==> src/rtl/divider_32_pkg.sv <==
// Shared ALU definitions for the sequential divider: width default, FSM
// state encoding and the divide-by-zero quotient pattern.
package divider_32_pkg;

    localparam int unsigned DIV_WIDTH = 32;

    typedef enum logic [1:0] {
        IDLE = 2'd0,
        CALC = 2'd1,
        FIX  = 2'd2,
        DONE = 2'd3
    } div_state_t;

    localparam logic [DIV_WIDTH-1:0] DBZ_QUOT = '1;

endpackage

==> src/rtl/divider_32_step.sv <==
// One restoring-division iteration on magnitudes: shift in the next dividend
// bit, subtract the divisor when it fits, and report the quotient bit.
module divider_32_step
    import divider_32_pkg::*;
#(
    parameter int unsigned WIDTH = DIV_WIDTH
) (
    input  logic [WIDTH:0] rem,
    input  logic           din,
    input  logic [WIDTH:0] bmag,
    output logic [WIDTH:0] rem_nxt,
    output logic           qbit
);

    logic [WIDTH:0] shifted;
    logic           ovf;

    always_comb begin
        shifted = {rem[WIDTH-1:0], din};
        ovf     = rem[WIDTH];
        qbit    = ovf | (shifted >= bmag);
        rem_nxt = qbit ? (shifted - bmag) : shifted;
    end

endmodule

==> src/rtl/divider_32.sv <==
// Sequential signed divider: one restoring iteration per enabled clock on
// operand magnitudes, followed by a sign fix-up cycle.
module divider_32
    import divider_32_pkg::*;
#(
    parameter int unsigned WIDTH = DIV_WIDTH
) (
    input  logic             clk,
    input  logic             rst,
    input  logic             ena,
    input  logic             str,
    input  logic [WIDTH-1:0] a,
    input  logic [WIDTH-1:0] b,
    output logic [WIDTH-1:0] q,
    output logic [WIDTH-1:0] r,
    output logic             dne,
    output logic             dbz
);

    localparam int unsigned    CW   = $clog2(WIDTH);
    localparam logic [CW-1:0]  LAST = CW'(WIDTH - 1);

    div_state_t     state, state_nxt;
    logic [CW-1:0]  cnt;
    logic [WIDTH:0] rem;
    logic [WIDTH:0] bmag;
    logic [WIDTH-1:0] dvd;
    logic           sign_q, sign_r, bz;

    logic [WIDTH:0] amag_in, bmag_in;
    logic [WIDTH:0] rem_nxt;
    logic           qbit;

    always_comb begin
        amag_in = {1'b0, (a[WIDTH-1] ? -a : a)};
        bmag_in = {1'b0, (b[WIDTH-1] ? -b : b)};
    end

    divider_32_step #(.WIDTH(WIDTH)) u_step (
        .rem     (rem),
        .din     (dvd[WIDTH-1]),
        .bmag    (bmag),
        .rem_nxt (rem_nxt),
        .qbit    (qbit)
    );

    always_ff @(posedge clk or negedge rst) begin
        if (!rst) state <= IDLE;
        else      state <= state_nxt;
    end

    always_comb begin
        state_nxt = state;
        if (ena) begin
            if (str) begin
                state_nxt = (b == '0) ? FIX : CALC;
            end else begin
                case (state)
                    CALC:    if (cnt == LAST) state_nxt = FIX;
                    FIX:     state_nxt = DONE;
                    default: state_nxt = state;
                endcase
            end
        end
    end

    // dvd doubles as the quotient shift register: dividend bits leave at the
    // top while quotient bits enter at the bottom.
    always_ff @(posedge clk or negedge rst) begin
        if (!rst) begin
            cnt    <= '0;
            rem    <= '0;
            bmag   <= '0;
            dvd    <= '0;
            sign_q <= 1'b0;
            sign_r <= 1'b0;
            bz     <= 1'b0;
            q      <= '0;
            r      <= '0;
            dne    <= 1'b0;
            dbz    <= 1'b0;
        end else if (ena) begin
            if (str) begin
                cnt    <= '0;
                dne    <= 1'b0;
                dbz    <= 1'b0;
                sign_q <= a[WIDTH-1] ^ b[WIDTH-1];
                sign_r <= a[WIDTH-1];
                bmag   <= bmag_in;
                dvd    <= amag_in[WIDTH-1:0];
                bz     <= (b == '0);
                // With a zero divisor |a| is parked in rem so the usual
                // remainder fix-up reproduces a exactly.
                rem    <= (b == '0) ? amag_in : '0;
            end else begin
                case (state)
                    CALC: begin
                        rem <= rem_nxt;
                        dvd <= {dvd[WIDTH-2:0], qbit};
                        cnt <= cnt + CW'(1);
                    end
                    FIX: begin
                        q   <= bz ? DBZ_QUOT : (sign_q ? -dvd : dvd);
                        r   <= sign_r ? -rem[WIDTH-1:0] : rem[WIDTH-1:0];
                        dne <= 1'b1;
                        dbz <= bz;
                    end
                    default: ;
                endcase
            end
        end
    end

endmodule
==> config.mk <==
export PLATFORM = sky130hd
export DESIGN_NAME = divider_32
export DESIGN_NICKNAME = d
export VERILOG_FILES = /design/src/rtl/divider_32_pkg.sv /design/src/rtl/divider_32_step.sv /design/src/rtl/divider_32.sv
export SDC_FILE = /design/constraint.sdc
export NUM_CORES = 1
export LEC_CHECK = 0
export CORE_UTILIZATION = 55
export CTS_CLUSTER_DIAMETER = 120
export DETAILED_ROUTE_END_ITERATION = 10
export PLACE_DENSITY = 0.86
export SLEW_MARGIN = 20
export SYNTH_ARGS = -nofsm -noshare
export SYNTH_HDL_FRONTEND = slang
export SYNTH_HIERARCHICAL = 1
export SYNTH_SLANG_ARGS = --single-unit
==> constraint.sdc <==
create_clock -name clk -period 3.6 [get_ports clk]
set_clock_uncertainty 0.2 [all_clocks]
set_input_delay 0.36 -clock clk [delete_from_list [all_inputs] [get_ports clk]]
set_output_delay 0.36 -clock clk [all_outputs]
set_load 0.02 [all_outputs]
* Word-level counts from Yosys, hierarchy flattened
Index checks and enable logic that the tools add are counted.
Widths: inputs -> output; s select.
** Word-level totals
- Register bits after elaboration :: 173
- Bits of input ports :: 68
- Logic and storage cells :: 56
- Output and inout port bits :: 66
** Cells by class
- $lt $le $gt $ge :: 1
- Mux-type cells :: 21
- Eq/ne operators :: 4
- Bitwise gates (word level) :: 3
- Add/subtract/negate cells :: 6
- Reduce and logical (&&, ||, !) cells :: 9
** Operators by type and width (number)
- $mux 32 :: 8
- $neg 32->32 :: 4
- $mux 33 :: 3
- $ge 33x32->1 :: 1
- $sub 33x32->33 :: 1
- $logic_not 32->1 :: 1
- $mux 5 :: 2
- $mux 2 :: 3
- $reduce_and 2->1 :: 3
- $reduce_and 3->1 :: 2
- $add 5x1->5 const B :: 1
- $eq 5x5->1 const B :: 1
- $mux 1 :: 4
- $pmux 2 s2 :: 1
- $reduce_bool 2->1 :: 2
- $ne 3x3->1 const B :: 1
- $reduce_bool 3->1 :: 1
- $eq 2x1->1 const B :: 1
- $eq 2x2->1 const B :: 1
- $not 1->1 :: 1
- $or 1x1->1 :: 1
- $xor 1x1->1 :: 1

* Logic depth before layout (Yosys ltp)
- Depth after elaboration :: 5
- Gate-level depth with buffers :: 15
- Depth with buffers taken out :: 14

* Hierarchy
Netlist, hierarchy kept.
** By module, submodules not included
- divider_32 :: cells each 1065, area an instance 9614.2 um^2, times used 1
- divider_32_step :: cells each 335, area an instance 2484.9 um^2, times used 1

* Worst setup path before layout
OpenSTA, ideal clock, no wires.
- Path kind :: register to register
- From :: reg dvd[31]
- To :: reg rem[26]
- Buffers on the path :: 0
- Arrival :: 2.835 ns
- Clock period less this slack :: 3.167 ns
- Path slack :: 0.433 ns
- Stages on the path, launching flop included :: 14
- Required time :: 3.268 ns
- Setup time :: 0.132 ns
- Cells stage by stage :: dfrtp_1 -> inv_1 -> ha_1 -> fa_1 -> nand2b_1 -> a21oi_1 -> o211ai_1 -> and3_1 -> o31ai_1 -> a41oi_1 -> xnor2_1 -> mux2_4 -> a21oi_1 -> o22ai_1
** On the way
- Cells in the longest elaborated chain, start to end :: 5
- Elaborated cells between the ends (all ways) :: 6
** Ends and longest elaborated chain
- start: declaration :: line divider_32.sv:27 : logic [WIDTH-1:0] dvd;
- start signal: assignment :: line divider_32.sv:90 : dvd <= amag_in[WIDTH-1:0];
- start signal: assignment :: line divider_32.sv:99 : dvd <= {dvd[WIDTH-2:0], qbit};
- $ge 33x32->1 :: line divider_32_step.sv:21 : qbit = ovf | (shifted >= bmag);
- $or 1x1->1 :: line divider_32_step.sv:21
- $mux 33 (*) :: line divider_32_step.sv:22 : rem_nxt = qbit ? (shifted - bmag) : shifted;
- via rem_nxt[26] :: line divider_32.sv:31 : logic [WIDTH:0] rem_nxt;
- $mux 33 (*) :: line divider_32.sv:96 : case (state)
- $mux 33 (*) :: line divider_32.sv:83 : if (str) begin
- end signal: assignment :: line divider_32.sv:94 : rem <= (b == '0) ? amag_in : '0;
- end signal: assignment :: line divider_32.sv:98 : rem <= rem_nxt;
- end: declaration :: line divider_32.sv:25 : logic [WIDTH:0] rem;
The timed path passes the listed nets; every way through them passes the cells marked *. The select of a mux whose other input is x is not followed.
A chain may end at the register's enable or synchronous reset.

* Worst setup path after layout
- From :: reg rem[4]
- To :: reg rem[10]
** On the way
- Cells in the longest elaborated chain, start to end :: 5
- Elaborated cells between the ends (all ways) :: 6
** Ends and longest elaborated chain (line)
- $ge 33x32->1 :: divider_32_step.sv:21
- $or 1x1->1 :: divider_32_step.sv:21
- $mux 33 (*) :: divider_32_step.sv:22
- via rem_nxt[10] :: divider_32.sv:31
- $mux 33 (*) :: divider_32.sv:96
- $mux 33 (*) :: divider_32.sv:83
Marked as above.

==> summary.txt <==
Run status
  • Status: complete, no violations

Route
  • DRC viols: 0
  • Met1 WL: 14,600 µm
  • Via/cell ratio: 6.25
  • Top routing layer in use: met4
  • Antenna viol nets, final: 0
  • First DRT Iteration DRCs: 1,065
  • Met3 wire length: 2750 µm
  • Wire per inst: 19.6 µm
  • Drt pass-1 iters: 8
  • Met2 WL post-DR: 17,000 µm
  • Via count: 11.5k
  • Post-Route WL: 35,900 µm

Global routing
  • Antenna violations before repair: 0
  • First-pass GRT wire length: 56,700 µm
  • GR Util All Layers: 0.324
  • Largest net degree at the start of global routing: 96
  • Vias in the first global route: 10.8k
  • Grt ovf: 0

Synth
  • Main synth FF type: dfrtp_1
  • Post-synth EDFFs: 0
  • Mapped Avg Cell Area: 8.64 µm²
  • Largest family of logic cells by synthesized area: compound AO/OA/AOI/OAI gates
  • Mux cell area share after synthesis: 0.0479
  • Yosys top cell area share: 0.358
  • Seq cells post-synth: 173
  • Ys Warns: 6
  • Yosys cell types: 81
  • Post-Syn Nets: 1,508
  • Post-Synth Simple-Gate Area: 0.172
  • Area leader, netlist: dfrtp_1
  • Post-Syn Area: 12,100 µm²
  • Sequential cell area fraction in the yosys report: 0.358
  • Xor/xnor share of the synthesized area: 0.106
  • Adder-cell share of the synthesized area: 0.0420
  • Synth area leaders: dfrtp_1 36%, xor2_1 8.5%, o21ai_0 7.6%, nand2_1 4.8%, ha_1 4.0%
  • Post-Synthesis Cells: 1,400
  • Area fraction in compound gates after synthesis: 0.227
  • Post-synth ARST share: 1.00

Clock tree
  • Clock latency on the worst-skew pair: 0.45 ns
  • Clock Tree Buf Depth: 2
  • Clock sink count: 173
  • CTS H-Tree Depth: 4
  • Setup Buffers After CTS: 0
  • CTS Buf Count: 17
  • Clk slew on worst S/H paths: 0.08 ns
  • CTS tree: built
  • Clock root buffer: clkbuf_16

Worst hold path
  • Worst min path class: reg -> reg
  • Hold Startpoint: r[19]

Setup path
  • Levels on crit path: 13
  • Crit path max-delay cell type: ha_1
  • Most used cell, CP: a21oi_4
  • Setup CP Type: reg -> reg
  • CP endpoint: rem[10]
  • WP data arrival: 3.54 ns
  • CP startpoint: rem[4]
  • Max incr delay on CP: 0.42 ns
  • RR Startpoint: rem[4]
  • Worst Path Max Fanout: 24
  • CP Capture Type: register
  • R2r setup slk: 0.16 ns
  • WP buf/inv: 1
  • Crit path cell chain: ha_1 > and4_1 > o21ai_1 > a211o_1 > a21oi_2 > o211ai_2 > a21oi_4 > a21oi_4 > buf_12 > mux2_4 > and3_1 > a21oi_1 > o21ai_0
  • Startpoint types: register
  • FF-to-FF path depth: 13
  • Worst EP required: 3.70 ns
  • Reg2Reg Capture Point: rem[10]
  • Cell family with most CP delay: compound AO/OA/AOI/OAI gates

Power and ir drop
  • Sw Pwr: 4.86 mW
  • Gate power share: 0.562
  • Peak supply drop: 420 µV
  • P_int: 6.52 mW
  • Clk network pwr share: 0.165
  • Sequential power share: 0.273
  • Leakage: 6.38 nW
  • Switching share of power: 0.427
  • P per Cell Area: 779 nW/µm²

Finish
  • Final Non-Filler Cells: 1,837
  • Antenna diode count: 0
  • Area growth from synthesis to layout: 20.7%
  • Final net count: 1,657
  • Ratio of cells with drive above 1 in the final layout: 0.108

Timing
  • RSZ-0062 raised after global routing: false
  • Final Cycle Share: 0.957
  • Worst-margin pin slew: 0.983 ns
  • Fmax: 0.290 GHz
  • Setup TNS: 0 ns
  • Min Hold Slack: 0.281 ns
  • Setup-failing EPs final: 0
  • Max-slew violations: 0
  • Final Hold Viols: 0
  • Relative slew slack: 0.343
  • Tmin final: 3.44 ns

Placement
  • Dpl hpwl: 26,800 µm
  • Port bufs: 133
  • Inst Count DP: 1,804
  • GP Congestion: 0.970

Floorplanning
  • Chip height: 150 µm
  • Cell Rows: 53
  • Die Area: 22,600 µm²
  • Initial Util: 0.568
  • Die Width: 150 µm
  • Core Area: 21,300 µm²
  • Io pins: 134

Job
  • # Max-Cap Violations: 0
how the worst min path moves through the flow:
stage / endpoint / depth (start not counted)
global route: r[30] / 2
finish: r[19] / 2
global placement: q[9] / 1
detailed placement: q[9] / 1
CTS: r[13] / 2
floorplan: bmag[0] / 0
worst reg2reg max path, cell delays in order, from the launching register on:
cell and delay [ns]:
dfrtp_1 0.41, ha_1 0.42, and4_1 0.27, o21ai_1 0.10
a211o_1 0.32, a21oi_2 0.20, o211ai_2 0.15, a21oi_4 0.21
a21oi_4 0.10, buf_12 0.19, mux2_4 0.32, and3_1 0.16
a21oi_1 0.11, o21ai_0 0.12
metal layers:
layer,global-route usage,up-vias
met5,0,-
met4,0.156,0
met3,0.0461,115
met2,0.519,588
met1,0.430,5470
li1,-,5308
cell usage after synthesis, types with 6 or more instances:
library cell  count
nand2b_1         11
xnor2_1          29
ha_1             39
o31ai_1          41
nand2_1         156
o22ai_1           7
clkbuf_1         56
nor2_1          107
a21oi_1          90
a211oi_1          8
dfrtp_1         173
nor4_1           10
nor2b_1          12
a31oi_1          16
o41ai_1          18
or3_1            15
xor2_1          117
a21o_1           14
mux2_4           25
o211ai_1          6
nand3_1          13
inv_1            54
nor3_1           12
or4_1             9
mux2i_1          17
nand4_1          17
and3_1           18
o21ai_0         183
o21a_1           19
kinds of logic after synthesis:
kind of cell / after synthesis
other: 1
flip-flops: 173
multiplexers: 45
AND/OR/NAND/NOR: 418
AO/OA/AOI/OAI: 448
adder cells (fa/ha/maj): 40
XOR/XNOR: 146
buffers and inverters: 129
cell type report:
cell class / instances / area (µm²)
fill: 1682 / 6680
tap: 275 / 344
clock buffer: 17 / 425
clock inverter: 15 / 170
multi-input combinational: 1098 / 7230
timing repair buffer: 204 / 1900
inverter: 55 / 206
sequential: 173 / 4330
sequential cells by signal, indices dropped and copies added (netlist names):
| signal | cells |
|---|---|
| bmag | 32 |
| bz | 1 |
| cnt | 5 |
| dbz | 1 |
| dne | 1 |
| dvd | 32 |
| q | 32 |
| r | 32 |
| rem | 33 |
| sign_q | 1 |
| sign_r | 1 |
| state | 2 |
stage by stage:
| step | total power, mW | utilization | instance area (µm²) | setup slack, ns |
|---|---|---|---|---|
| floorplan | 7.10 | - | 12100 | 0.433 |
| global placement | 9.23 | 0.657 | 14000 | 0.253 |
| detailed placement | 9.37 | 0.657 | 14000 | 0.165 |
| CTS | 11.3 | 0.686 | 14600 | 0.159 |
| global route | 12.0 | 0.686 | 14600 | 0.00596 |
| finish | 11.4 | 0.686 | 14600 | 0.156 |
placed cells by master, fill, tap and decap left out, types with 7 or more instances in the layout:
cell type        netlist  routed
nor4_1                10      10
nor2b_1               12      12
nand3_1               13      13
nor3_1                12      11
or3_1                 15      14
a21oi_1               90      89
o41ai_1               18      18
nand4_1               17      17
o31ai_1               41      41
a211oi_1               8       8
nand2b_1              11      11
nor2_1               107     106
dfrtp_1              173     173
clkdlybuf4s50_1        0     131
xnor2_1               29      29
mux2_4                25      25
and3_1                18      18
or4_1                  9       9
inv_1                 54      54
nand2_1              156     155
xor2_1               117     117
o22ai_1                7       7
buf_4                  1      67
ha_1                  39      37
a31oi_1               16      16
o21ai_0              183     183
mux2i_1               17      17
a21o_1                14      14
clkbuf_16              0      17
o21a_1                19      19
power groups by stage:
stage               Combinational, mW  Clock (mW)  Sequential [mW]
detailed placement               6.23           0             3.14
global route                     6.87        1.97             3.18
finish                           6.39        1.88             3.11
floorplan                        3.60           0             3.50
CTS                              6.28        1.89             3.10
global placement                 6.12           0             3.11
repair_timing:
item / CTS / global route
resized for setup: 0 / 4
hold buffers: 1 / 0
setup endpoints to repair: 0 / 8
hold endpoints to repair: 79 / 0
No activity file was read; power rests on OpenSTA's default activity.
